**src/rtl/hazard_stall_ctrl_pkg.sv**
```systemverilog
`default_nettype none
// ============================================================================
// Module   : hazard_stall_ctrl_pkg
// Purpose  : Shared definitions for the hazard/stall controller, the decode
//            stage and the register file. Provides the register address
//            width, the hardwired-zero register index, the stall/flush
//            counter width and the controller state encoding.
// Revision : 1.0 - initial release
// ============================================================================
package hazard_stall_ctrl_pkg;

  localparam int REG_ADDR_W = 5;
  localparam int ZERO_REG   = 31;

  // Wide enough for LOAD_STALL_CYCLES - 1 up to 14.
  localparam int CNT_W      = 4;

  typedef enum logic [1:0] {
    RUN      = 2'd0,
    STALL    = 2'd1,
    FLUSH_ST = 2'd2
  } state_t;

endpackage : hazard_stall_ctrl_pkg
`default_nettype wire

```
**src/rtl/hazard_stall_ctrl_if.sv**
```systemverilog
`default_nettype none
// ============================================================================
// Module   : hazard_stall_ctrl_if
// Purpose  : Bundle of the decode/EX/MEM hazard sources and the front-end
//            control outputs (stall_enable, PC_HOLD, BUBBLE, FLUSH).
//   master : the hazard controller (reads sources, drives controls)
//   slave  : the pipeline side (drives sources, reads controls)
// Revision : 1.0 - initial release
// ============================================================================
interface hazard_stall_ctrl_if;
  import hazard_stall_ctrl_pkg::*;

  logic                  ID_VALID;
  logic [REG_ADDR_W-1:0] ID_RN;
  logic [REG_ADDR_W-1:0] ID_RM;
  logic                  ID_USES_RM;
  logic                  EX_MEM_READ;
  logic [REG_ADDR_W-1:0] EX_RD;
  logic                  BRANCH_TAKEN;
  logic                  stall_enable;
  logic                  PC_HOLD;
  logic                  BUBBLE;
  logic                  FLUSH;

  modport master (
    input  ID_VALID, ID_RN, ID_RM, ID_USES_RM, EX_MEM_READ, EX_RD, BRANCH_TAKEN,
    output stall_enable, PC_HOLD, BUBBLE, FLUSH
  );

  modport slave (
    output ID_VALID, ID_RN, ID_RM, ID_USES_RM, EX_MEM_READ, EX_RD, BRANCH_TAKEN,
    input  stall_enable, PC_HOLD, BUBBLE, FLUSH
  );

endinterface : hazard_stall_ctrl_if
`default_nettype wire

```
**src/rtl/hazard_stall_ctrl_compare.sv**
```systemverilog
`default_nettype none
// ============================================================================
// Module   : hazard_compare
// Purpose  : Purely combinational load-use hazard equation. Also reused by
//            the forwarding unit, so it carries no state.
// Ports    : id_valid, id_rn, id_rm, id_uses_rm  - decode-stage fields
//            ex_mem_read, ex_rd                  - EX-stage load/destination
//            hazard                              - load-use hazard present
// Revision : 1.0 - initial release
// ============================================================================
module hazard_compare #(
  parameter int ZERO_REG = hazard_stall_ctrl_pkg::ZERO_REG
) (
  input  wire logic                                         id_valid,
  input  wire logic [hazard_stall_ctrl_pkg::REG_ADDR_W-1:0] id_rn,
  input  wire logic [hazard_stall_ctrl_pkg::REG_ADDR_W-1:0] id_rm,
  input  wire logic                                         id_uses_rm,
  input  wire logic                                         ex_mem_read,
  input  wire logic [hazard_stall_ctrl_pkg::REG_ADDR_W-1:0] ex_rd,
  output logic                                              hazard
);
  import hazard_stall_ctrl_pkg::*;

  localparam logic [REG_ADDR_W-1:0] ZERO_ADDR = REG_ADDR_W'(ZERO_REG);

  // The zero register never carries a real value, so a load to it cannot
  // create a dependency.
  assign hazard = id_valid & ex_mem_read & (ex_rd != ZERO_ADDR) &
                  ((ex_rd == id_rn) | (id_uses_rm & (ex_rd == id_rm)));

endmodule : hazard_compare
`default_nettype wire

```
**src/rtl/hazard_stall_ctrl.sv**
```systemverilog
`default_nettype none
// ============================================================================
// Module   : hazard_stall_ctrl
// Purpose  : Load-use stall and taken-branch flush controller for the
//            IF/ID / ID/EX boundary. A three-state FSM (RUN/STALL/FLUSH_ST)
//            with a down-counter stretches stalls to LOAD_STALL_CYCLES and
//            flushes to FLUSH_CYCLES. A taken branch overrides everything.
// Ports    : CLK, RESET (async, active-high)
//            bus (master) - hazard sources in, stall/flush controls out
//            STALL_COUNT, FLUSH_COUNT - only with HAZARD_STATS_EN defined
// Options  : HAZARD_STATS_EN - saturating stall/flush cycle counters plus a
//            simulation message on each STALL entry.
// Revision : 1.0 - initial release
// ============================================================================
module hazard_stall_ctrl #(
  parameter int LOAD_STALL_CYCLES = 1,
  parameter int FLUSH_CYCLES      = 1,
  parameter int ZERO_REG          = hazard_stall_ctrl_pkg::ZERO_REG
) (
  input  wire logic           CLK,
  input  wire logic           RESET,
  hazard_stall_ctrl_if.master bus
`ifdef HAZARD_STATS_EN
  ,
  output logic [15:0]         STALL_COUNT,
  output logic [15:0]         FLUSH_COUNT
`endif
);
  import hazard_stall_ctrl_pkg::*;

  localparam logic [CNT_W-1:0] STALL_RELOAD = CNT_W'(LOAD_STALL_CYCLES - 1);
  localparam logic [CNT_W-1:0] FLUSH_RELOAD = CNT_W'(FLUSH_CYCLES - 1);

  state_t           state, next_state;
  logic [CNT_W-1:0] cnt, next_cnt;
  logic             hazard;
  logic             stall_grp;
  logic             flush;

  hazard_compare #(
    .ZERO_REG (ZERO_REG)
  ) u_compare (
    .id_valid    (bus.ID_VALID),
    .id_rn       (bus.ID_RN),
    .id_rm       (bus.ID_RM),
    .id_uses_rm  (bus.ID_USES_RM),
    .ex_mem_read (bus.EX_MEM_READ),
    .ex_rd       (bus.EX_RD),
    .hazard      (hazard)
  );

  always_ff @(posedge CLK or posedge RESET) begin
    if (RESET) begin
      state <= RUN;
      cnt   <= '0;
    end else begin
      state <= next_state;
      cnt   <= next_cnt;
    end
  end

  always_comb begin
    next_state = state;
    next_cnt   = cnt;
    stall_grp  = 1'b0;
    flush      = 1'b0;

    if (bus.BRANCH_TAKEN) begin
      // The hazarding instruction is being squashed, so any pending stall
      // is dropped and the flush window (re)starts here.
      flush = 1'b1;
      if (FLUSH_CYCLES > 1) begin
        next_state = FLUSH_ST;
        next_cnt   = FLUSH_RELOAD;
      end else begin
        next_state = RUN;
        next_cnt   = '0;
      end
    end else begin
      case (state)
        RUN: begin
          // Mealy: the stall is raised in the detection cycle itself.
          stall_grp = hazard;
          if (hazard && (LOAD_STALL_CYCLES > 1)) begin
            next_state = STALL;
            next_cnt   = STALL_RELOAD;
          end
        end
        STALL: begin
          stall_grp = 1'b1;
          next_cnt  = cnt - 1'b1;
          if (cnt <= 1) begin
            next_state = RUN;
            next_cnt   = '0;
          end
        end
        FLUSH_ST: begin
          flush    = 1'b1;
          next_cnt = cnt - 1'b1;
          if (cnt <= 1) begin
            next_state = RUN;
            next_cnt   = '0;
          end
        end
        default: begin
          next_state = RUN;
          next_cnt   = '0;
        end
      endcase
    end
  end

  // Outputs drop the instant RESET rises, without waiting for a clock edge.
  assign bus.stall_enable = stall_grp & ~RESET;
  assign bus.PC_HOLD      = stall_grp & ~RESET;
  assign bus.BUBBLE       = stall_grp & ~RESET;
  assign bus.FLUSH        = flush     & ~RESET;

`ifdef HAZARD_STATS_EN
  always_ff @(posedge CLK or posedge RESET) begin
    if (RESET) begin
      STALL_COUNT <= '0;
      FLUSH_COUNT <= '0;
    end else begin
      if (stall_grp && (STALL_COUNT != 16'hFFFF)) STALL_COUNT <= STALL_COUNT + 16'd1;
      if (flush && (FLUSH_COUNT != 16'hFFFF))     FLUSH_COUNT <= FLUSH_COUNT + 16'd1;
      if ((state == RUN) && (next_state == STALL))
        $display("hazard_stall_ctrl: STALL entry at %0t", $time);
    end
  end
`endif

endmodule : hazard_stall_ctrl
`default_nettype wire

```
**src/flat_wrapper.sv**
```systemverilog
// flat-port wrapper written by rule: the top's interface ports become plain ports
module hazard_stall_ctrl_flat import hazard_stall_ctrl_pkg::*;
#(
  parameter int LOAD_STALL_CYCLES = 1,
  parameter int FLUSH_CYCLES      = 1,
  parameter int ZERO_REG          = hazard_stall_ctrl_pkg::ZERO_REG
)
  (CLK, RESET, bus_ID_VALID, bus_ID_RN, bus_ID_RM, bus_ID_USES_RM, bus_EX_MEM_READ, bus_EX_RD, bus_BRANCH_TAKEN, bus_stall_enable, bus_PC_HOLD, bus_BUBBLE, bus_FLUSH);
  hazard_stall_ctrl_if bus_i ();
  input  wire logic CLK;
  input  wire logic RESET;
  input wire logic [$bits(bus_i.ID_VALID)-1:0] bus_ID_VALID;
  input wire logic [$bits(bus_i.ID_RN)-1:0] bus_ID_RN;
  input wire logic [$bits(bus_i.ID_RM)-1:0] bus_ID_RM;
  input wire logic [$bits(bus_i.ID_USES_RM)-1:0] bus_ID_USES_RM;
  input wire logic [$bits(bus_i.EX_MEM_READ)-1:0] bus_EX_MEM_READ;
  input wire logic [$bits(bus_i.EX_RD)-1:0] bus_EX_RD;
  input wire logic [$bits(bus_i.BRANCH_TAKEN)-1:0] bus_BRANCH_TAKEN;
  output wire logic [$bits(bus_i.stall_enable)-1:0] bus_stall_enable;
  output wire logic [$bits(bus_i.PC_HOLD)-1:0] bus_PC_HOLD;
  output wire logic [$bits(bus_i.BUBBLE)-1:0] bus_BUBBLE;
  output wire logic [$bits(bus_i.FLUSH)-1:0] bus_FLUSH;
  assign bus_i.ID_VALID = bus_ID_VALID;
  assign bus_i.ID_RN = bus_ID_RN;
  assign bus_i.ID_RM = bus_ID_RM;
  assign bus_i.ID_USES_RM = bus_ID_USES_RM;
  assign bus_i.EX_MEM_READ = bus_EX_MEM_READ;
  assign bus_i.EX_RD = bus_EX_RD;
  assign bus_i.BRANCH_TAKEN = bus_BRANCH_TAKEN;
  assign bus_stall_enable = bus_i.stall_enable;
  assign bus_PC_HOLD = bus_i.PC_HOLD;
  assign bus_BUBBLE = bus_i.BUBBLE;
  assign bus_FLUSH = bus_i.FLUSH;
  hazard_stall_ctrl #(.LOAD_STALL_CYCLES(LOAD_STALL_CYCLES), .FLUSH_CYCLES(FLUSH_CYCLES), .ZERO_REG(ZERO_REG)) u_core (.CLK(CLK), .RESET(RESET), .bus(bus_i));
endmodule
```
**config.mk**
```make
export PLATFORM = sky130hd
export DESIGN_NAME = hazard_stall_ctrl_flat
export DESIGN_NICKNAME = d
export VERILOG_FILES = /design/src/rtl/hazard_stall_ctrl_pkg.sv /design/src/rtl/hazard_stall_ctrl_if.sv /design/src/rtl/hazard_stall_ctrl_compare.sv /design/src/rtl/hazard_stall_ctrl.sv /design/src/flat_wrapper.sv
export SDC_FILE = /design/constraint.sdc
export NUM_CORES = 1
export LEC_CHECK = 0
export CAP_MARGIN = 15
export CORE_AREA = 10 10 47 49
export DETAILED_ROUTE_END_ITERATION = 12
export DIE_AREA = 0 0 57 59
export GPL_TIMING_DRIVEN = 1
export PLACE_DENSITY_LB_ADDON = 0.3
export SETUP_SLACK_MARGIN = 0.02
export SLEW_MARGIN = 40
export SYNTH_ARGS = -nofsm -noshare
export SYNTH_HDL_FRONTEND = slang
export SYNTH_SLANG_ARGS = --single-unit
export TNS_END_PERCENT = 50
```
**constraint.sdc**
```tcl
create_clock -name CLK -period 4 [get_ports CLK]
set_input_delay 1 -clock CLK [delete_from_list [all_inputs] [get_ports CLK]]
set_output_delay 1 -clock CLK [all_outputs]
set_load 0.005 [all_outputs]
```
==> results of run 1 <==
==> cell usage after synthesis, drive strengths merged <==
master  number
xnor2        3
buf          2
xor2         7
nor3         1
nor2         1
and3         1
a21oi        1
nor4         1
nor2b        1
nand4        1
nand3        3
==> per-layer routing <==
metal	share of wire (%)	GRT usage [%]
met5	0	0
met4	0	0
met3	15	2.15
met2	49	6.51
met1	36	3.57
==> power breakdown <==
group / switching, uW / internal (uW) / leakage [uW]
clock: 0 / 0 / 0
combinational: 9.77 / 24.2 / 0.000141
sequential: 0 / 0 / 0
==> metrics by stage <==
stage	total power [uW]	setup slack [ns]	area [sq um]	std cells	utilization (%)
2_1_floorplan	9.45	1.12	156	22	-
5_1_grt	37.1	0.0769	405	60	28.9
3_5_place_dp	34.4	0.124	402	60	28.7
4_1_cts	34.5	0.118	402	60	28.7
6_report	34.0	0.214	405	60	28.9
3_3_place_gp	34.3	0.134	402	60	28.7
==> cells by family after synthesis <==
| family | synth area share [%] |
|---|---|
| buffers and inverters | 9.60 |
| xor gates and xnor gates | 56.0 |
| AOI/OAI and AO/OA | 3.20 |
| and+or+nand+nor | 31.2 |
==> cell usage in the layout, fill, tap and decap left out <==
cell type	n
nand3_1	3
clkdlybuf4s50_1	24
xor2_1	7
nor4_1	1
nor2b_1	1
nand4_1	1
and3_1	1
a21oi_2	1
nor3_1	1
nor2_1	1
xnor2_1	3
==> final cells by class <==
class | instances | area, sq um
fillers | 178 | 996
multi-input cells | 20 | 145
well taps | 16 | 20.0
repair buffers | 24 | 240
==> critical path, stage by stage <==
cell             delay, ns
clkdlybuf4s50_1       0.46
xor2_1                0.18
nor4_1                0.29
nand3_1               0.13
a21oi_2               0.19
clkdlybuf4s50_1       0.53
==> how the worst max path moves through the flow <==
| stage | from | end | slack [ns] | depth (start not counted) |
|---|---|---|---|---|
| after floorplan | bus_EX_RD[2] | bus_PC_HOLD | 1.12 | 5 |
| after global placement | bus_EX_RD[3] | bus_BUBBLE | 0.13 | 6 |
| after global routing | bus_EX_RD[3] | bus_BUBBLE | 0.08 | 6 |
| after detailed placement | bus_EX_RD[2] | bus_BUBBLE | 0.12 | 6 |
| after CTS | bus_EX_RD[3] | bus_BUBBLE | 0.12 | 6 |
| final | bus_EX_RD[2] | bus_BUBBLE | 0.21 | 6 |
==> timing repair <==
| item | 4_1_cts | 5_1_grt |
|---|---|---|
| setup endpoints to repair | 0 | 3 |
| setup buffers | 0 | 0 |
| resized for setup | 0 | 1 |
==> metrics.txt, run 1 <==
status complete, no violations; Routed wire per std cell about 12 um; gr ovfl total 0; Port Buf Inserts 24; VDD IR-drop max ~0.025 mV; mapped cell area about 160 sq um; synth top area cells xor2_1 39%, xnor2_1 17%, nand3_1 9.6%; Cells on Worst Hold Path 3; WHS between 2 and 3 ns; Netlist cell types 11; register area 0 sq um; DRC errors left 0; initial antenna violation count 0; Final Cycle Share 94.6%; YS warnings 0; Setup-failing EPs final 0; Die Wd about 57 um; worst endpoint data arrival time approximately 2.8 ns; Initial Util between 10% and 20%; Setup TNS 0 ns; pins over their slew limit 0; HP Start RESET; Seq cells 0; Post-layout nets 67; Detailed Routing Iterations Pass 1 1; Hold Crit Class input pin to output port; RSZ-0062 raised after global routing false; DR vias between 200 and 250; initial DRC count 0; largest net degree at the start of global routing 4; # clk buffers 0; Hold Vio Cnt, Final 0; Synth-to-Final Area Change 159%; GP Congestion between 0.6 and 0.7; CP endpoint kind output port; site row count 14; post-synth top area share between 30 and 40%; vias per cell around 3.7; IO Count 25; vias in the first global route around 250; net count after synthesis 43; Power Density between 80 and 90 mW/mm^2; Die Area 0.00336 sq mm; Tmin final roughly 3.8 ns; P_leak around 0.00014 uW; area leader, netlist xor2_1; layout cell share with drive strength beyond 1 ~2.3%; core area between 0.001 and 0.0015 sq mm; CP Data Required Time 3.00 ns; Startpoint Class input pin; Slew headroom roughly 83%; Die Y approximately 60 um; Crit Path Class input pin to output port; Max Cap Viol 0; GRT Resource Usage Total 3.55%; Slew @ Worst Pin 0.246 ns; Post-Syn Instances 22; first-pass GRT wire length 1.01 mm; synthesized area per cell roughly 7 sq um; fmax between 0.2 and 0.3 GHz; crit path max fanout 3; register area share after synthesis 0%; CTS Hold Bufs 0; ANT cells 0; antenna-violating nets left 0; WL final roughly 700 um; WHS Endpoint bus_FLUSH
Power figures use the tool's default switching activity.
==> run 2, diff against run 1 <==
- PLACE_DENSITY: default -> 0.54
- PLACE_DENSITY_LB_ADDON: 0.3 -> default
- clock period: 4 -> 4.85 ns (I/O delays scaled with it)
==> run 2 against run 1 <==
  * Final cell count stayed put
  * Clock-buffer cell count stayed put
  * Sequential share of layout area stayed put
  * Non-clock buffer count stayed put
  * Via count is 4.5% higher
  * Critical path depth stayed put
  * Hold slack better by 0.44 ns
  * Final area is 0.93% lower
  * Combinational power is 17% lower
  * Highest routed layer unchanged
==> metrics.txt, run 2 (synthesis gave the netlist of run 1 again) <==
status complete, no violations; pre-CTS setup slack about 0.47 ns; Setup TNS 0 ns; layout cell share with drive strength beyond 1 0%; vias in the first global route roughly 240; CTS Hold Bufs 0; post-layout util approximately 29%; Startpoint Class input pin; DR vias approximately 230; VDD IR-drop max ~0.015 mV; initial DRC count 2; CP Data Required Time about 3.6 ns; antenna-violating nets left 0; crit-path most repeated cell clkdlybuf4s50_1; ANT cells 0; worst endpoint data arrival time 3.12 ns; Detailed Routing Iterations Pass 1 2; WHS roughly 3.4 ns; Die Area 0.00336 sq mm; register area 0 sq um; Slew @ Worst Pin a little under 0.3 ns; crit path max-delay cell type clkdlybuf4s50_1; Tmin final approximately 4.3 ns; initial antenna violation count 0; Worst Setup SP bus_EX_RD[2]; clock share of power 0%; P_leak ~0.00014 uW; GRT Resource Usage Total between 4 and 5%; gr ovfl total 0; vias per cell between 3 and 4; worst path buffer plus inverter count 2; Post-DP HPWL 700 um; DRC errors left 0; Die Y between 50 and 60 um; crit-path max cell delay about 0.56 ns; pins over their slew limit 0; site row count 14; CP endpoint kind output port; GP Congestion between 0.6 and 0.7; Slew headroom approximately 80%; Power Density ~70 mW/mm^2; fin worst setup slack between 0.5 and 0.6 ns; commonest non-fill, non-tap cell in the layout clkdlybuf4s50_1; most frequent cells in the layout 24 x clkdlybuf4s50_1, 7 x xor2_1, 3 x xnor2_1, 3 x nand3_1; Setup-failing EPs final 0; Hold Vio Cnt, Final 0; WL final roughly 740 um; area of the multi-input gates about 140 sq um; Hold Crit Class input pin to output port; # clk buffers 0; post-CTS setup buffer count 0; Max Cap Viol 0; CP top delay family buffers and inverters; Crit Path Class input pin to output port; combinational fraction of design power 100.0%; core area between 0.001 and 0.0015 sq mm; # resized after CTS 0; largest net degree at the start of global routing 4; Cell Int Power ~20 uW; FILL cells between 150 and 200; crit path cell chain clkdlybuf4s50_1 > xor2_1 > nor4_1 > nand3_1 > a21oi_1 > clkdlybuf4s50_1; Initial Util 11.2%; Sequential Power Share 0%; Psw slightly above 8 uW; Synth-to-Final Area Change 157%; fmax around 0.23 GHz; end point of the critical path bus_PC_HOLD; RSZ-0062 raised after global routing false; crit path max fanout 3; switching share of power between 20 and 30%; Routed wire per std cell between 10 and 15 um; post-route cell area between 400 and 500 sq um; IO Count 25; DP Area between 400 and 500 sq um; Port Buf Inserts 24; Seq cells 0; first-pass GRT wire length about 1.1 mm; Post-layout nets 67; Final Cycle Share approximately 89%; Critical Path Stages 6; Die Wd between 50 and 60 um
## run 2: cell count changes in the layout (fill, tap and decap cells not counted)
cell,change
a21oi_1,+1
a21oi_2,-1
## run 2: worst min-delay path by stage
stage | slack [ns] | cells past startpoint | from | end
2_1_floorplan | 2.46 | 1 | RESET | bus_FLUSH
3_3_place_gp | 3.39 | 3 | RESET | bus_FLUSH
3_5_place_dp | 3.41 | 3 | RESET | bus_FLUSH
4_1_cts | 3.41 | 3 | RESET | bus_FLUSH
5_1_grt | 3.43 | 3 | RESET | bus_FLUSH
6_report | 3.40 | 3 | RESET | bus_FLUSH
## run 2: stage by stage
| step | total power, uW | cells |
|---|---|---|
| after global routing | 30.5 | 60 |
| after CTS | 28.5 | 60 |
| after floorplan | 7.79 | 22 |
| after detailed placement | 28.4 | 60 |
| after global placement | 28.2 | 60 |
| final | 28.1 | 60 |
## run 2: tightest hold or removal path, cell delays in order
cell and delay (ns):
clkdlybuf4s50_1 0.48, nor2b_1 0.05, clkdlybuf4s50_1 0.44
## run 2: power groups by stage
stage | Combinational [uW] | Clock (uW) | Sequential [uW]
2_1_floorplan | 7.79 | 0 | 0
3_3_place_gp | 28.2 | 0 | 0
3_5_place_dp | 28.4 | 0 | 0
4_1_cts | 28.5 | 0 | 0
5_1_grt | 30.5 | 0 | 0
6_report | 28.1 | 0 | 0
## run 2: area by class of cell
type,count,area share [%]
timing repair buffer,24,59.8
tap,16,4.98
multi-input combinational,20,35.2
## run 2: routing by layer
metal,vias up,routed length [um],track usage (%)
met5,-,0,0
met4,0,0,0
met3,0,115,2.15
met2,16,319,6.51
met1,99,308,5.02
li1,119,-,-
